--- src/rtl/stream_pkg.sv ---
// Shared defaults and the feeder state encoding for the stream feeder slice.
package stream_pkg;

    localparam int DEFAULT_WIDTH = 32;
    localparam int DEFAULT_DEPTH = 8;

    typedef enum logic [1:0] {
        IDLE = 2'd0,
        PAIR = 2'd1,
        TAIL = 2'd2
    } feeder_state_e;

endpackage

--- src/rtl/stream_fifo.sv ---
// Circular word FIFO that can pop one or two words per cycle and exposes
// both the head word and the word behind it.
module stream_fifo
    import stream_pkg::*;
#(
    parameter int WIDTH = DEFAULT_WIDTH,
    parameter int DEPTH = DEFAULT_DEPTH,
    localparam int PTR_W = $clog2(DEPTH),
    localparam int CNT_W = $clog2(DEPTH + 1)
) (
    input  logic             clk,
    input  logic             rst_n,
    input  logic             push,
    input  logic [WIDTH-1:0] push_data,
    input  logic             pop1,
    input  logic             pop2,
    output logic [WIDTH-1:0] head,
    output logic [WIDTH-1:0] head_next,
    output logic [CNT_W-1:0] count
);

    logic [WIDTH-1:0] mem_q [DEPTH];
    logic [PTR_W-1:0] wr_ptr_q, wr_ptr_d;
    logic [PTR_W-1:0] rd_ptr_q, rd_ptr_d;
    logic [PTR_W-1:0] rd_next_ptr;
    logic [CNT_W-1:0] count_q, count_d;
    logic [CNT_W-1:0] pop_n;
    logic             do_push;

    // DEPTH is a power of two, so plain pointer overflow gives the modulo wrap.
    always_comb begin
        do_push     = push && (count_q < CNT_W'(DEPTH));
        pop_n       = '0;
        if (pop2 && (count_q >= CNT_W'(2))) begin
            pop_n = CNT_W'(2);
        end else if (pop1 && (count_q >= CNT_W'(1))) begin
            pop_n = CNT_W'(1);
        end
        rd_next_ptr = rd_ptr_q + PTR_W'(1);
        wr_ptr_d    = do_push ? (wr_ptr_q + PTR_W'(1)) : wr_ptr_q;
        rd_ptr_d    = rd_ptr_q + PTR_W'(pop_n);
        count_d     = count_q + CNT_W'(do_push) - pop_n;
    end

    always_ff @(posedge clk) begin
        if (!rst_n) begin
            wr_ptr_q <= '0;
            rd_ptr_q <= '0;
            count_q  <= '0;
        end else begin
            wr_ptr_q <= wr_ptr_d;
            rd_ptr_q <= rd_ptr_d;
            count_q  <= count_d;
        end
    end

    always_ff @(posedge clk) begin
        if (do_push) begin
            mem_q[wr_ptr_q] <= push_data;
        end
    end

    assign head      = mem_q[rd_ptr_q];
    assign head_next = mem_q[rd_next_ptr];
    assign count     = count_q;

endmodule

--- src/rtl/stream_feeder.sv ---
// Pairs consecutive input words into a registered two-stream output stage.
// Define STREAM_FEEDER_CHECKSUM_EN to add the pair_sum running checksum port.
module stream_feeder
    import stream_pkg::*;
#(
    parameter int WIDTH = DEFAULT_WIDTH,
    parameter int DEPTH = DEFAULT_DEPTH
) (
    input  logic             clk,
    input  logic             rst_n,
    input  logic             in_valid,
    output logic             in_ready,
    input  logic [WIDTH-1:0] in_data,
    input  logic             flush,
    output logic             out_valid,
    input  logic             out_ready,
    output logic [WIDTH-1:0] first_stream,
`ifdef STREAM_FEEDER_CHECKSUM_EN
    output logic [WIDTH-1:0] second_stream,
    output logic [WIDTH-1:0] pair_sum
`else
    output logic [WIDTH-1:0] second_stream
`endif
);

    localparam int CNT_W = $clog2(DEPTH + 1);

    logic [CNT_W-1:0] count;
    logic [WIDTH-1:0] head, head_next;
    logic             load_pair, load_tail, stage_free, accept;

    feeder_state_e    state_q, state_d;
    logic             out_valid_q, out_valid_d;
    logic [WIDTH-1:0] first_q, first_d;
    logic [WIDTH-1:0] second_q, second_d;
    logic             flush_pending_q, flush_pending_d;

    assign in_ready = count < CNT_W'(DEPTH);

    stream_fifo #(
        .WIDTH (WIDTH),
        .DEPTH (DEPTH)
    ) u_fifo (
        .clk       (clk),
        .rst_n     (rst_n),
        .push      (in_valid && in_ready),
        .push_data (in_data),
        .pop1      (load_tail),
        .pop2      (load_pair),
        .head      (head),
        .head_next (head_next),
        .count     (count)
    );

    // A full pair always takes priority; the tail only goes out with a lone word.
    always_comb begin
        stage_free      = !out_valid_q || out_ready;
        accept          = out_valid_q && out_ready;
        load_pair       = stage_free && (count >= CNT_W'(2));
        load_tail       = stage_free && flush_pending_q && (count == CNT_W'(1));
        state_d         = state_q;
        first_d         = first_q;
        second_d        = second_q;
        flush_pending_d = flush_pending_q;
        if (load_pair) begin
            state_d  = PAIR;
            first_d  = head;
            second_d = head_next;
        end else if (load_tail) begin
            state_d  = TAIL;
            first_d  = head;
            second_d = '0;
        end else if (accept) begin
            state_d = IDLE;
        end
        if (load_tail || (stage_free && (count == '0))) begin
            flush_pending_d = 1'b0;
        end
        if (flush) begin
            flush_pending_d = 1'b1;
        end
        out_valid_d = (state_d != IDLE);
    end

    always_ff @(posedge clk) begin
        if (!rst_n) begin
            state_q         <= IDLE;
            out_valid_q     <= 1'b0;
            first_q         <= '0;
            second_q        <= '0;
            flush_pending_q <= 1'b0;
        end else begin
            state_q         <= state_d;
            out_valid_q     <= out_valid_d;
            first_q         <= first_d;
            second_q        <= second_d;
            flush_pending_q <= flush_pending_d;
        end
    end

    assign out_valid     = out_valid_q;
    assign first_stream  = first_q;
    assign second_stream = second_q;

`ifdef STREAM_FEEDER_CHECKSUM_EN
    logic [WIDTH-1:0] sum_q, sum_d;

    always_comb begin
        sum_d = sum_q;
        if (accept) begin
            sum_d = sum_q + first_q + second_q;
        end
    end

    always_ff @(posedge clk) begin
        if (!rst_n) begin
            sum_q <= '0;
        end else begin
            sum_q <= sum_d;
        end
    end

    assign pair_sum = sum_q;
`endif

endmodule

--- config.mk ---
export PLATFORM = sky130hd
export DESIGN_NAME = stream_feeder
export DESIGN_NICKNAME = d
export VERILOG_FILES = /design/src/rtl/stream_pkg.sv /design/src/rtl/stream_fifo.sv /design/src/rtl/stream_feeder.sv
export SDC_FILE = /design/constraint.sdc
export NUM_CORES = 1
export LEC_CHECK = 0
export CAP_MARGIN = 20
export CORE_ASPECT_RATIO = 1.5
export CORE_MARGIN = 4
export CORE_UTILIZATION = 35
export DETAILED_ROUTE_END_ITERATION = 6
export GPL_TIMING_DRIVEN = 0
export PLACE_DENSITY = 0.49
export SKIP_LAST_GASP = 1
export SYNTH_ARGS = -nofsm -noshare
export SYNTH_HDL_FRONTEND = slang
export SYNTH_SLANG_ARGS = --single-unit
export TNS_END_PERCENT = 10
--- constraint.sdc ---
create_clock -name clk -period 8.55 [get_ports clk]
set_input_delay 2.565 -clock clk [delete_from_list [all_inputs] [get_ports clk]]
set_output_delay 2.565 -clock clk [all_outputs]
set_load 0.02 [all_outputs]
; Yosys cells after proc, flatten, opt, wreduce, memory -nomap -nowiden
; Memory sizes are Yosys's and may differ from the RTL's. A register that Yosys moved wholly into a read port is not among the register bits.
; Cells that the tools add are included.
; W data, S select, Z words.
[totals]
elab_cells = 48
mem_bits_rw = 256
out_inout_bits = 66
in_bits = 37
memories = 1
regBits = 78
[classes]
n_lt_le_gt_ge = 3
reduce_logical = 16
eq_ne = 1
n_mux = 14
n_addsub = 5
[memory_table]
columns = name, words, word_bits, rd, rd_clocked_by_memory_dff, write_ports, line_no
row1 = u_fifo.mem_q, 8, 32, 2, 1, 1, stream_fifo.sv:22  ; logic [WIDTH-1:0] mem_q [DEPTH];
[op_table]
columns = cell, n
row1 = $mux W32, 4
row2 = $logic_and A1 B1 Y1, 9
row3 = $add A3 B1 Y3 const B, 2
row4 = $mux W2, 3
row5 = $reduce_bool A2 Y1, 3
row6 = $mux W1, 5
row7 = $add A4 B1 Y4, 1
row8 = $eq A4 B1 Y1 const B, 1
row9 = $ge A4 B1 Y1 const B, 1
row10 = $ge A4 B2 Y1 const B, 1
row11 = $logic_not A4 Y1, 1
row12 = $lt A4 B4 Y1 const B, 1
row13 = $mux W4, 1
row14 = $sub A4 B4 Y4, 1
row15 = $add A3 B3 Y3, 1
row16 = $mux W3, 1
row17 = $logic_or A1 B1 Y1, 2
row18 = $logic_not A1 Y1, 1

; Logic depth before layout (Yosys ltp)
[depth]
depth_word = 9
mapped_depth = 11
depth_no_buf = 11

; By module
; Synthesis repeated with hierarchy kept, for this count alone.
[unflattened]
hier_cells = 857
hier_area_um2 = 14810.5
[modules_own_cells]
columns = module, cells_each, seq_area_each_um2, area_per_inst_um2, n_inst
row1 = stream_fifo, 550, 7887.6, 12206.7, 1
row2 = stream_feeder, 307, 1361.3, 2603.7, 1

; Worst setup path before layout
; Ideal clock, no wire load.
[synth_path]
path_kind = input-to-reg
startpoint = input port in_valid
endpoint = memory u_fifo.mem_q[0][0] in the netlist's numbering (enable)
setup_slack_ns = 2.836
required_ns = 8.089
setup_ns = 0.461
path_buffers = 1
arrival_ns = 5.253
stages = 4
path_cell_list = nor2b_1 -> clkbuf_1 -> nand2b_1 -> nor3_1
[synth_via]
elab_chain_len = 4
[synth_rtl]
columns = element, line_no
row1 = start: declaration, stream_feeder.sv:11  ; input logic in_valid,
row2 = $logic_and A1 B1 Y1, stream_feeder.sv:46  ; .push (in_valid && in_ready),
row3 = $logic_and A1 B1 Y1, stream_fifo.sv:32  ; do_push = push && (count_q < CNT_W'(DEPTH));
row4 = named net u_fifo.do_push, stream_fifo.sv:28  ; logic do_push;
row5 = $mux W1, stream_fifo.sv:58  ; if (do_push) begin
row6 = $mux W1 (implied by the code), stream_fifo.sv:59  ; mem_q[wr_ptr_q] <= push_data;
row7 = end: declaration, stream_fifo.sv:22
; The timed path passes the listed nets, and every way through them passes these cells.

; Worst setup path in the final report
[layout_path]
startpoint = input port in_valid
endpoint = memory u_fifo.mem_q[5][7] in the netlist's numbering (enable)
; The elaborated chain is that of the path after synthesis.

==> results.md <==
* Die width at 172 um
* Setup CP Type: in2reg
* DR vias/cell at 5.41
* Full die area at 43900 um2
* Pin count of the biggest net entering global routing at 22
* Via count at 7831
* Yosys warnings at 0
* Final Setup Violations at 0
* Slew @ Worst Pin at 0.909 ns
* Die Y at 255 um
* Worst vdd ir at 0.166 mV
* Synth cell types at 41
* Wire per inst at 27.6 um
* Antenna violations before repair at 0
* DR DRC count at 0
* Total power at 5650 uW
* Clk buf depth at 3
* Setup Skew at 0.0145 ns
* Setup slack after layout at 3.98 ns
* Vias in the first global route at 8521
* Starting Density at 0.353
* Syn nets at 807
* CTS H-tree lvls at 2
* Gr ovfl total at 0
* Outcome: complete, no violations
* FF/Latch Area at 9250 um2
* Setup crit start kind: primary input
* Nature of the critical path endpoint: flip-flop
* Crit Path Max Fanout at 18
* Place WS at 3.38 ns
* Clk_lat worst skew at 0.52 ns
* # port buffers at 102
* Post-synth EDFFs at 256
* Final Hold Vio Count at 0
* Worst EP required at 8.76 ns
* Final period util at 0.534
* Worst Min Path Start: second_stream[7]$_SDFFE_PN0P_
* Pwr Density at 326 nW/um2
* First-pass GRT wire length at 57800 um
* Sequential fraction of the synthesis area at 0.652
* Final ANT Viol Nets at 0
* Row count at 90
* Detailed Place HPWL at 26300 um
* Worst-path clk slew at 0.06 ns
* GRT Util Overall at 0.184
* CTS Buf Count at 34
* Clk root buf: clkbuf_16
* Normalized max-slew margin at 0.394
* P_sw at 1810 uW
* Combinational group share of total power at 0.348
* Maximum clock frequency at 219 MHz
* Initial detailed-routing violation count at 502
* Post-CTS Setup Bufs at 0
* Post-synthesis cell count at 761
* Worst Hold Class: reg2reg
* Multi-input gate area at 4540 um2
* Net Sw Frac at 0.321
* Fin nets at 961
* Post_cts resized at 0
* Worst EP arrival at 4.78 ns
* Post-synth top flop: edfxtp_1
* Clock sink count at 334
* Slew Viols, Final at 0
* Final WL at 39900 um
* MaxCap Viol Count at 0
* Hold Buf Count CTS at 0
* Core footprint at 40200 um2
* Reg-to-reg startpoint: u_fifo.count[3]$_SDFF_PN0_
* CTS tree: built
* Syn Std Cell Area at 14200 um2
* Syn avg cell area at 18.6 um2
* Post-synth ARST share at 0
* Clock power share at 0.274
* I/O pin count at 103
* RePlAce Congestion at 0.733
* DR pass1 iterations at 5
* Diode count at 0
* Layout cell share with drive strength beyond 1 at 0.239
* Sequential share of power at 0.379
* Area growth from synthesis to layout at 22.0%
* RSZ-0062 raised after global routing: no
* Setup crit start: in_valid
* Post-synthesis sequential element count at 334
* Leak pwr at 0.00559 uW
* Internal at 3830 uW
* Period minus WS final at 4.57 ns
* Fill cells at 3523
==> power groups by stage <==
stage               Combinational, uW  Sequential [uW]  Clock (uW)
finish                           1960             2140        1540
detailed placement               2000             2170           0
CTS                              2000             2140        1590
global placement                 1960             2190           0
floorplan                         991             2320           0
global route                     2090             2160        1650
==> registers in the layout, indices dropped and copies added, names as in the netlist <==
name and cells:
out_valid 1, u_fifo.count 4, u_fifo.rd_ptr_q 3, u_fifo.wr_ptr_q 3
first_stream 32, flush_pending_q 1, second_stream 32, u_fifo.mem_q 256
state_q 2
==> layer usage <==
metal	vias to the layer above	GRT usage	wire, um
met2	244	0.334	21500
met4	0	0.0548	938
met1	4056	0.223	15400
met3	68	0.0321	2040
met5	-	0	0
li1	3463	-	-
==> final cells by class <==
cell class	instances	area share
Buffer	54	0.0242
Clock buffer	50	0.0598
Clock inverter	12	0.00788
Inverter	10	0.00217
Multi-Input combinational cell	363	0.262
Sequential cell	334	0.534
Tap cell	506	0.0366
Timing Repair Buffer	118	0.0728
==> placed cells by master, fill, tap and decap left out, drive strengths merged, types with 8 or more instances in the layout <==
| master | n |
|---|---|
| clkbuf | 77 |
| nor2 | 40 |
| o21ai | 34 |
| buf | 42 |
| mux4 | 128 |
| and2 | 8 |
| o22ai | 32 |
| nor2b | 40 |
| inv | 10 |
| edfxtp | 256 |
| clkdlybuf4s50 | 102 |
| a221o | 32 |
| dfxtp | 78 |
==> per-stage QoR <==
stage	utilization	cells	area (um2)	setup TNS [ns]	hold slack (ns)
3_5_place_dp	0.402	1385	16100	0	0.473
3_3_place_gp	0.394	1369	15800	-83.42	0.472
4_1_cts	0.431	1447	17300	0	0.487
6_report	0.431	1447	17300	0	0.487
5_1_grt	0.431	1447	17300	0	0.492
2_1_floorplan	-	761	14200	0	0.480
==> critical path: stages <==
cell	delay, ns
clkdlybuf4s50_1	0.47
nor2b_1	0.12
clkbuf_1	0.30
nand2_1	0.30
nor2_4	0.74
buf_16	0.26
==> cell usage after synthesis (2+ instances only) <==
cell | n | area, um2
a21oi_1 | 4 | 20.0
a221o_1 | 32 | 320
and2_1 | 8 | 50.1
buf_1 | 2 | 7.51
buf_12 | 3 | 60.1
buf_2 | 10 | 50.1
buf_6 | 9 | 101
clkbuf_1 | 20 | 75.1
clkbuf_8 | 6 | 82.6
conb_1 | 2 | 7.51
dfxtp_1 | 78 | 1560
edfxtp_1 | 256 | 7690
fa_1 | 2 | 40.0
ha_1 | 7 | 87.6
inv_1 | 10 | 37.5
mux4_1 | 17 | 447
mux4_2 | 111 | 2500
nand2_1 | 7 | 26.3
nand2b_1 | 5 | 31.3
nor2_1 | 40 | 150
nor2b_1 | 36 | 225
nor2b_2 | 4 | 35.0
nor3_1 | 3 | 15.0
o211ai_1 | 3 | 22.5
o21ai_0 | 34 | 170
o22ai_1 | 32 | 200
xnor2_1 | 5 | 43.8
xor2_1 | 2 | 17.5
==> final timing paths <==
| path | endpoint | slack, ns | cells past startpoint |
|---|---|---|---|
| setup / recovery | u_fifo.mem_q[5][7]$_DFFE_PP_ | 3.98 | 6 |
| hold / removal | second_stream[7]$_SDFFE_PN0P_ | 0.49 | 1 |
| setup reg to reg | first_stream[2]$_SDFFE_PN0P_ | 5.94 | 7 |
| hold reg to reg | second_stream[7]$_SDFFE_PN0P_ | 0.49 | 1 |
==> cell families after synthesis <==
group / synth area share
muxes: 0.208
other: 0.000529
adders and majority gates: 0.00899
xor gates and xnor gates: 0.00432
AOI/OAI and AO/OA: 0.0539
and+or+nand+nor: 0.0401
DFF: 0.652
buffers and inverters: 0.0322
Power figures use the tool's default switching activity.
